### src/rtl/wide_add_pkg.sv
// Purpose: shared types and constants for the wide multi-word add/subtract sequencer.
// Latency: n/a (package only).
// Backpressure: n/a (package only).
//
// Contents: FSM state type, per-word datapath width, and saturation constant
// generators sized for an N-bit result. Saturation values are built in a
// MAX_N-wide container; users slice the low N bits.
package wide_add_pkg;

    // Width of the single time-multiplexed adder slice.
    localparam int WORD_W = 16;

    // Upper bound on operand width supported by the saturation helpers.
    localparam int MAX_N = 1024;

    typedef enum logic [1:0] {
        IDLE = 2'd0,
        RUN  = 2'd1,
        DONE = 2'd2
    } state_t;

    // Largest positive signed N-bit value: 0x7FF..F (low n-1 bits set).
    function automatic logic [MAX_N-1:0] sat_pos(input int n);
        logic [MAX_N-1:0] r;
        r = '0;
        for (int i = 0; i < MAX_N; i++) begin
            if (i < n - 1) begin
                r[i] = 1'b1;
            end
        end
        return r;
    endfunction

    // Most negative signed N-bit value: 0x800..0 (only bit n-1 set).
    function automatic logic [MAX_N-1:0] sat_neg(input int n);
        logic [MAX_N-1:0] r;
        r = '0;
        for (int i = 0; i < MAX_N; i++) begin
            if (i == n - 1) begin
                r[i] = 1'b1;
            end
        end
        return r;
    endfunction

endpackage

### src/rtl/csa_16_bit.sv
// Purpose: 16-bit carry-select adder; one word slice of the wide sequencer datapath.
// Latency: combinational, zero cycles.
// Backpressure: none (pure combinational logic).
//
// Ports:
//   a, b  - 16-bit addends
//   cin   - carry in
//   sum   - 16-bit sum
//   cout  - carry out of bit 15
//
// The low half ripples with the real carry in; the high half is computed for
// both possible carries and the low-half carry out selects between them.
module csa_16_bit
    import wide_add_pkg::*;
(
    input  logic [WORD_W-1:0] a,
    input  logic [WORD_W-1:0] b,
    input  logic              cin,
    output logic [WORD_W-1:0] sum,
    output logic              cout
);

    localparam int HALF = WORD_W / 2;

    logic [HALF:0] lo_sum;
    logic [HALF:0] hi_sum0;
    logic [HALF:0] hi_sum1;
    logic [HALF:0] hi_sel;

    always_comb begin
        lo_sum  = {1'b0, a[HALF-1:0]} + {1'b0, b[HALF-1:0]} + {{HALF{1'b0}}, cin};
        hi_sum0 = {1'b0, a[WORD_W-1:HALF]} + {1'b0, b[WORD_W-1:HALF]};
        hi_sum1 = {1'b0, a[WORD_W-1:HALF]} + {1'b0, b[WORD_W-1:HALF]} + {{HALF{1'b0}}, 1'b1};
        // Late-arriving low-half carry only drives the final mux.
        hi_sel  = lo_sum[HALF] ? hi_sum1 : hi_sum0;
        sum     = {hi_sel[HALF-1:0], lo_sum[HALF-1:0]};
        cout    = hi_sel[HALF];
    end

endmodule

### src/rtl/wide_add_seq.sv
// Purpose: WORDS x 16-bit add/subtract, one word per cycle (LSW first) through one shared csa_16_bit.
// Latency: accept on edge k -> out_valid after edge k+WORDS; at most one op per WORDS+2 cycles.
// Backpressure: result held in DONE until out_ready; in_ready low from accept until retirement.
//
// Ports:
//   clk, reset            - rising-edge clock, asynchronous active-high reset
//   in_valid / in_ready   - operand handshake (op_a, op_b, sub sampled only on accept)
//   op_a, op_b, sub       - N-bit operands; sub=1 computes A-B, else A+B
//   out_valid / out_ready - result handshake
//   result, cout, ovf     - N-bit wrapped (or saturated) result, final carry, signed overflow
//
// Build option: define WIDE_ADD_SAT_EN to saturate result on signed overflow
// (cout/ovf keep reporting the raw values). Latency is unchanged.
module wide_add_seq
    import wide_add_pkg::*;
#(
    parameter int WORDS = 4
) (
    input  logic                  clk,
    input  logic                  reset,
    input  logic                  in_valid,
    output logic                  in_ready,
    input  logic [16*WORDS-1:0]   op_a,
    input  logic [16*WORDS-1:0]   op_b,
    input  logic                  sub,
    output logic                  out_valid,
    input  logic                  out_ready,
    output logic [16*WORDS-1:0]   result,
    output logic                  cout,
    output logic                  ovf
);

    localparam int                N        = WORD_W * WORDS;
    localparam int                IDX_W    = $clog2(WORDS);
    localparam logic [IDX_W-1:0]  LAST_IDX = IDX_W'(WORDS - 1);

`ifdef WIDE_ADD_SAT_EN
    localparam logic [MAX_N-1:0]  SAT_POS_FULL = sat_pos(N);
    localparam logic [MAX_N-1:0]  SAT_NEG_FULL = sat_neg(N);
    localparam logic [N-1:0]      SAT_POS      = SAT_POS_FULL[N-1:0];
    localparam logic [N-1:0]      SAT_NEG      = SAT_NEG_FULL[N-1:0];
`endif

    // ------------------------------------------------------------------
    // State
    // ------------------------------------------------------------------
    state_t                          state;
    state_t                          state_nxt;

    // Operands are held word-addressable so the word index selects the
    // adder inputs directly. b_words holds B already inverted for subtract.
    logic [WORDS-1:0][WORD_W-1:0]    a_words;
    logic [WORDS-1:0][WORD_W-1:0]    b_words;
    logic [WORDS-1:0][WORD_W-1:0]    res_words;
    logic                            carry_q;
    logic [IDX_W-1:0]                idx;

    logic [WORD_W-1:0]               add_sum;
    logic                            add_cout;
    logic                            accept;
    logic                            last_word;
    logic                            a_msb;
    logic                            b_msb;
    logic                            ovf_nxt;

    // ------------------------------------------------------------------
    // Shared per-word adder
    // ------------------------------------------------------------------
    csa_16_bit u_csa (
        .a    (a_words[idx]),
        .b    (b_words[idx]),
        .cin  (carry_q),
        .sum  (add_sum),
        .cout (add_cout)
    );

    // ------------------------------------------------------------------
    // FSM: state register
    // ------------------------------------------------------------------
    always_ff @(posedge clk or posedge reset) begin
        if (reset) begin
            state <= IDLE;
        end else begin
            state <= state_nxt;
        end
    end

    // ------------------------------------------------------------------
    // FSM: next state and handshake outputs
    // ------------------------------------------------------------------
    always_comb begin
        state_nxt = state;
        in_ready  = 1'b0;
        out_valid = 1'b0;
        case (state)
            IDLE: begin
                in_ready = 1'b1;
                if (in_valid) begin
                    state_nxt = RUN;
                end
            end
            RUN: begin
                if (idx == LAST_IDX) begin
                    state_nxt = DONE;
                end
            end
            DONE: begin
                // in_ready stays low here: a new op cannot be taken in the
                // same cycle the current result retires.
                out_valid = 1'b1;
                if (out_ready) begin
                    state_nxt = IDLE;
                end
            end
            default: begin
                state_nxt = IDLE;
            end
        endcase
    end

    // ------------------------------------------------------------------
    // Datapath control terms
    // ------------------------------------------------------------------
    always_comb begin
        accept    = (state == IDLE) && in_valid;
        last_word = (state == RUN) && (idx == LAST_IDX);
        a_msb     = a_words[WORDS-1][WORD_W-1];
        b_msb     = b_words[WORDS-1][WORD_W-1];
        // Signed overflow of A + B' (B' = post-inversion operand): operands
        // agree in sign but the top sum bit disagrees.
        ovf_nxt   = (a_msb == b_msb) && (add_sum[WORD_W-1] != a_msb);
    end

    // ------------------------------------------------------------------
    // Operand, carry, index and result registers
    // ------------------------------------------------------------------
    always_ff @(posedge clk or posedge reset) begin
        if (reset) begin
            a_words   <= '0;
            b_words   <= '0;
            res_words <= '0;
            carry_q   <= 1'b0;
            idx       <= '0;
            cout      <= 1'b0;
            ovf       <= 1'b0;
        end else if (accept) begin
            a_words <= op_a;
            // Subtract as A + ~B + 1: the +1 enters as the first carry in.
            b_words <= sub ? ~op_b : op_b;
            carry_q <= sub;
            idx     <= '0;
        end else if (state == RUN) begin
            res_words[idx] <= add_sum;
            carry_q        <= add_cout;
            if (last_word) begin
                idx  <= '0;
                cout <= add_cout;
                ovf  <= ovf_nxt;
`ifdef WIDE_ADD_SAT_EN
                // Overrides the final-word write above; clamp toward the sign
                // of A (both operands share it whenever overflow occurs).
                if (ovf_nxt) begin
                    res_words <= a_msb ? SAT_NEG : SAT_POS;
                end
`endif
            end else begin
                idx <= idx + IDX_W'(1);
            end
        end
    end

    assign result = res_words;

endmodule

### config.mk
export PLATFORM = sky130hd
export DESIGN_NAME = wide_add_seq
export DESIGN_NICKNAME = d
export VERILOG_FILES = /design/src/rtl/wide_add_pkg.sv /design/src/rtl/csa_16_bit.sv /design/src/rtl/wide_add_seq.sv
export SDC_FILE = /design/constraint.sdc
export NUM_CORES = 1
export LEC_CHECK = 0
export BUFFER_PORTS_ARGS = -buffer_cell sky130_fd_sc_hd__buf_2
export CAP_MARGIN = 25
export CORE_ASPECT_RATIO = 2
export CORE_MARGIN = 2
export CORE_UTILIZATION = 59
export CTS_CLUSTER_DIAMETER = 120
export DETAILED_ROUTE_END_ITERATION = 12
export GPL_ROUTABILITY_DRIVEN = 0
export PLACE_DENSITY = 0.84
export SYNTH_ARGS = -nofsm -noshare
export SYNTH_HDL_FRONTEND = slang
export SYNTH_HIERARCHICAL = 1
export SYNTH_SLANG_ARGS = --single-unit
### constraint.sdc
create_clock -name clk -period 11.4 [get_ports clk]
set_input_delay 2.28 -clock clk [delete_from_list [all_inputs] [get_ports clk]]
set_output_delay 2.28 -clock clk [all_outputs]
set_load 0.03 [all_outputs]
Yosys cells after proc, flatten, opt, wreduce, memory -nomap -nowiden. Index checks and enable logic that the tools add are counted.

Register bits after elaboration: 199. Bits of input ports: 133. Output and inout bits: 68. Logic and storage cells: 63.

Add/subtract/negate cells: 5. Order comparisons: 2. Equality and inequality tests: 8. Multiplexer cells: 20. Bitwise gates (word level): 2. Reduce and logical (&&, ||, !) cells: 9.

Operator list (number): 16-bit binary-select mux with 2-bit select (2); 64-bit bitwise mux (1); 64-bit two-way mux (1); 64-bit NOT (1); 16-bit two-way mux (3); 16-bit demux with 2-bit select (1); 8-bit by 8-bit adder with 9-bit output (2); 2-bit two-way mux (6); 9-bit by 1-bit adder with 9-bit output (1); 9-bit by 1-bit adder with 9-bit output, second input constant (1); 9-bit two-way mux (1); 2-bit != test, second input constant (3); 2-bit one-hot mux with 3 select lines (1); 3-bit AND reduction (2); 2-bit equality test, second input constant (2); 1-bit logical AND (4); 1-bit two-way mux (4); 2-bit by 3-bit less-than comparator with 1-bit output, second input constant (1); 2-bit by 1-bit adder with 2-bit output, second input constant (1); 2-bit by 1-bit equality test with 1-bit output, second input constant (1); 2-bit by 1-bit greater-or-equal comparator with 1-bit output, second input constant (1); 2-bit logical NOT (1); 2-bit AND reduction (1); 2-bit nonzero test (1); 3 further kinds (3).

Logic depth before layout (Yosys ltp).
Word-level depth: 7. Mapped depth: 16. Gate-level depth less buffers: 14.

Hierarchy. Netlist, hierarchy kept.

By module, submodules not included: wide_add_seq (instances 1, cells an instance 627, area an instance 8902.3 µm², sequential area each 4979.8 µm²); csa_16_bit (instances 1, cells an instance 94, area an instance 799.5 µm², sequential area each 0.0 µm²).

Worst setup path after synthesis. OpenSTA, ideal clock, no wires.

Path type: register to register. Start point: register idx[0]. End point: register ovf. Setup time: 129 ps. Arrival time: 3566 ps. Slack: 7705 ps. Cell stages (with the launch flop): 17. Path buffers: 2. Clock period less this slack: 3695 ps. Cells stage by stage: dfrtp_1 buf_2 buf_4 mux4_2 inv_1 fa_1 inv_2 fa_1 a211oi_1 nor2_2 a221oi_4 nor2_4 nand4_1 xor2_1 and3b_1 a21oi_1 o21ai_0.

Longest elaborated chain between the ends: 7.

RTL lines: start, declared (line wide_add_seq.sv:56) `logic [IDX_W-1:0] idx;`; start signal, assigned (line wide_add_seq.sv:167) `idx <= idx + IDX_W'(1);`; 16-bit binary-select mux with 2-bit select, on equally long branches (line wide_add_seq.sv:70, wide_add_seq.sv:71); 16-bit two-way mux, on equally long branches (line wide_add_seq.sv:70, wide_add_seq.sv:71); 8-bit by 8-bit adder with 9-bit output, on equally long branches (line csa_16_bit.sv:32, csa_16_bit.sv:33, csa_16_bit.sv:31); 9-bit by 1-bit adder with 9-bit output, on equally long branches (line csa_16_bit.sv:33, csa_16_bit.sv:31); 9-bit two-way mux (*) (line csa_16_bit.sv:35) `hi_sel = lo_sum[HALF] ? hi_sum1 : hi_sum0;`; named net add_sum[15] (line wide_add_seq.sv:58) `logic [WORD_W-1:0] add_sum;`; 1-bit != test (*) (line wide_add_seq.sv:131) `ovf_nxt = (a_msb == b_msb) && (add_sum[WORD_W-1] != a_msb);`; 1-bit logical AND (*) (line wide_add_seq.sv:131); end signal, assigned (line wide_add_seq.sv:158) `ovf <= ovf_nxt;`; end, declared (line wide_add_seq.sv:30) `output logic ovf`.

The timed path passes the listed nets; every way through them passes the cells marked *. The select of a mux whose other input is x is not followed. A chain may end at the register's enable or synchronous reset.

Final worst setup path.
Start point: input in_valid. End point: register a_words[2] in the netlist's numbering.

Longest elaborated chain between the ends: 1.

RTL lines: start, declared (line wide_add_seq.sv:21) `input logic in_valid,`; 1-bit logical AND (line wide_add_seq.sv:125) `accept = (state == IDLE) && in_valid;`; end signal, assigned (line wide_add_seq.sv:147) `a_words <= op_a;`; end, declared (line wide_add_seq.sv:52) `logic [WORDS-1:0][WORD_W-1:0] a_words;`.

No other way between the ends.

==> load_flow_metrics.sql <==
INSERT INTO impl_metrics (metric_group, metric, value, unit) VALUES
('status', 'outcome', 'completed', ''),
('layout', 'post_layout_nonfiller_instances', '1120', ''),
('logic_synthesis', 'synth-edff-count', '0', ''),
('min_path', 'endpoint_of_the_worst_hold_timing_path', 'a_words[46]', ''),
('clock_network', 'holdBufCountCts', '0', ''),
('setup_path', 'worst-r2r-cell-count', '14', ''),
('place', 'numPlacedInstances', '1086', ''),
('clock_network', 'numCtsBuffers', '17', ''),
('logic_synthesis', 'synth_flop_cell', 'sky130_fd_sc_hd__dfrtp_1', ''),
('timing', 'report.final.setup_viol', '0', ''),
('global_routing', 'first_pass_grt_wire_length', '32.2', 'mm'),
('die', 'floorplan.die.width', '94.7', 'um'),
('flow_run', 'timing.max_cap.violations', '0', ''),
('detailed_routing', 'drcViolationCount', '0', ''),
('logic_synthesis', 'synthesis.instances', '721', ''),
('timing', 'slew_violations', '0', ''),
('setup_path', 'cp.buffers_inverters', '3', ''),
('timing', 'final_hold_viol_count', '0', ''),
('timing', 'grt_setup_unrepaired', 'false', ''),
('logic_synthesis', 'yosysUniqueCellTypes', '45', ''),
('logic_synthesis', 'post_synth.cell_area_avg', '13.5', 'um^2'),
('timing', 'finClkSkew', '0.00902', 'ns'),
('clock_network', 'root_buffer', 'sky130_fd_sc_hd__clkbuf_16', ''),
('detailed_routing', 'mean_routed_wirelength_per_cell', '18.0', 'um'),
('timing', 'final_min_period_over_clock_period', '38.3', '%'),
('setup_path', 'critical-path-max-stage-delay', '0.92', 'ns'),
('setup_path', 'kind_of_cell_with_the_highest_combined_delay_on_the_critical_path', 'buffers and inverters', ''),
('layout', 'highest_count_cells_in_the_layout_ignoring_fill_and_taps', 'sky130_fd_sc_hd__buf_2, sky130_fd_sc_hd__dfrtp_1, sky130_fd_sc_hd__nor2_1', ''),
('global_routing', 'groute.usage.overall', '24.3', '%'),
('logic_synthesis', 'synthesis.nets', '877', ''),
('setup_path', 'crit_path_cell_trace', 'buf_2, nor3b_4, buf_4, buf_4, mux2_2', ''),
('timing', 'timing.fmax', '229', 'MHz'),
('die', 'die_outline_area', '0.0175', 'mm^2'),
('min_path', 'worst_hold_path_stage_count', '1', ''),
('setup_path', 'endpoint_kind', 'flop', ''),
('timing', 'period_needed', '4.37', 'ns'),
('clock_network', 'max_clock_buf_depth', '2', ''),
('setup_path', 'startpoint_type', 'primary input', ''),
('logic_synthesis', 'yosysWarningCount', '6', ''),
('setup_path', 'critical_path.reg2reg.endpoint', 'ovf', ''),
('die', 'rows', '66', ''),
('detailed_routing', 'drtAntennaViolNets', '0', ''),
('clock_network', 'cts_tree', 'built', ''),
('clock_network', 'cts.sink_count', '199', ''),
('clock_network', 'ctsResizeCount', '0', ''),
('timing', 'actual_transition_at_the_worst_max_transition_pin', '1.04', 'ns'),
('setup_path', 'worst_ep_arrival_time', '4.68', 'ns'),
('logic_synthesis', 'synthesis.area', '0.00970', 'mm^2'),
('die', 'die_height', '185', 'um'),
('layout', 'proportion_of_layout_cells_with_a_drive_suffix_above_1', '40.5', '%'),
('global_routing', 'overflow', '0', ''),
('setup_path', 'critical_path.reg2reg.startpoint', 'idx[0]', ''),
('setup_path', 'critPathSlowestCell', 'sky130_fd_sc_hd__buf_4', ''),
('detailed_routing', 'routed-via-count', '6168', ''),
('setup_path', 'setup.reg_to_reg.worst_slack', '7.12', 'ns'),
('detailed_routing', 'detail_route.first_pass.iterations', '4', ''),
('clock_network', 'h-tree-depth', '4', ''),
('setup_path', 'critPathMaxFanout', '100', ''),
('detailed_routing', 'finalWirelength', '20.2', 'mm'),
('logic_synthesis', 'synth_seq_cells', '199', ''),
('setup_path', 'worstPathRequired', '11.71', 'ns'),
('die', 'core_area', '0.0162', 'mm^2'),
('layout', 'area.growth.synth_to_final', '16.8', '%'),
('logic_synthesis', 'synth.yosys.seq_area_share', '51.3', '%'),
('timing', 'timing.setup.tns', '0', 'ns'),
('setup_path', 'critical_path_class', 'primary input to flop', ''),
('clock_network', 'cts.clk_slew.worst_paths', '0.07', 'ns'),
('layout', 'finalCoreUtilization', '70.0', '%'),
('logic_synthesis', 'synth-async-reset-ratio', '100', '%'),
('place', 'io_buffers', '200', ''),
('layout', 'num-nets-final', '1058', '');
final cells by class:
cell class	instances	area, um^2
diodes	2	5.00
clock buffers	18	439
clock inverters	13	133
fillers	1195	4850
inverters	10	45.0
multi-input cells	469	4410
flip-flops and latches	199	4980
well taps	204	255
repair buffers	205	1060
registers in the layout, summed over array words and instances (netlist names):
signal and cells:
b_msb 1, a_words 63, cout 1, state 2, result 64, ovf 1
idx 2, b_words 63, carry_q 1, a_msb 1
logic make-up after synthesis:
logic type | Yosys count | synth area share, %
AND/OR/NAND/NOR | 101 | 4.86
flip-flops | 199 | 51.3
adder cells (fa/ha/maj) | 23 | 3.20
AO/OA/AOI/OAI | 100 | 6.10
XOR/XNOR | 83 | 7.57
multiplexers | 162 | 23.7
buffers and inverters | 53 | 3.26
stage by stage:
stage	hold slack (ns)	cell area, um^2	worst slack [ns]
floorplan	0.450	9700	3.69
global placement	0.462	10700	6.64
detailed placement	0.471	10700	6.62
CTS	0.488	11300	7.05
global route	0.502	11300	6.76
finish	0.485	11300	7.03
synth_stat cells (3+ instances only):
cell | number | area, um^2
sky130_fd_sc_hd__a211oi_1 | 3 | 22.5
sky130_fd_sc_hd__a21o_1 | 9 | 67.6
sky130_fd_sc_hd__a21oi_1 | 69 | 345
sky130_fd_sc_hd__buf_2 | 22 | 110
sky130_fd_sc_hd__buf_4 | 14 | 105
sky130_fd_sc_hd__buf_6 | 5 | 56.3
sky130_fd_sc_hd__dfrtp_1 | 199 | 4980
sky130_fd_sc_hd__fa_1 | 3 | 60.1
sky130_fd_sc_hd__ha_1 | 20 | 250
sky130_fd_sc_hd__inv_1 | 9 | 33.8
sky130_fd_sc_hd__mux2_1 | 47 | 529
sky130_fd_sc_hd__mux2_2 | 53 | 597
sky130_fd_sc_hd__mux2_4 | 30 | 450
sky130_fd_sc_hd__mux4_2 | 32 | 721
sky130_fd_sc_hd__nand2_1 | 3 | 11.3
sky130_fd_sc_hd__nand2_4 | 4 | 45.0
sky130_fd_sc_hd__nand3_1 | 3 | 15.0
sky130_fd_sc_hd__nor2_1 | 77 | 289
sky130_fd_sc_hd__o21ai_0 | 5 | 25.0
sky130_fd_sc_hd__xnor2_1 | 74 | 648
sky130_fd_sc_hd__xor2_1 | 8 | 70.1
how the worst max path moves through the flow:
stage	slack [ns]	startpoint	depth (start not counted)	to
floorplan	3.69	reset	1	a_msb
global placement	6.64	in_valid	5	a_words[5]
detailed placement	6.62	in_valid	5	a_words[6]
CTS	7.05	idx[0]	14	ovf
global route	6.76	idx[0]	14	ovf
finish	7.03	in_valid	5	a_words[2]
metal layers:
layer	global-route usage [%]	share of wire, %
met1	29.1	39
met4	12.2	3.4
met2	41.7	54
met3	4.15	3.6
met5	0	0
Power is not shown: default switching activity piles up to over one toggle a cycle in this logic, so the estimate is an artifact.
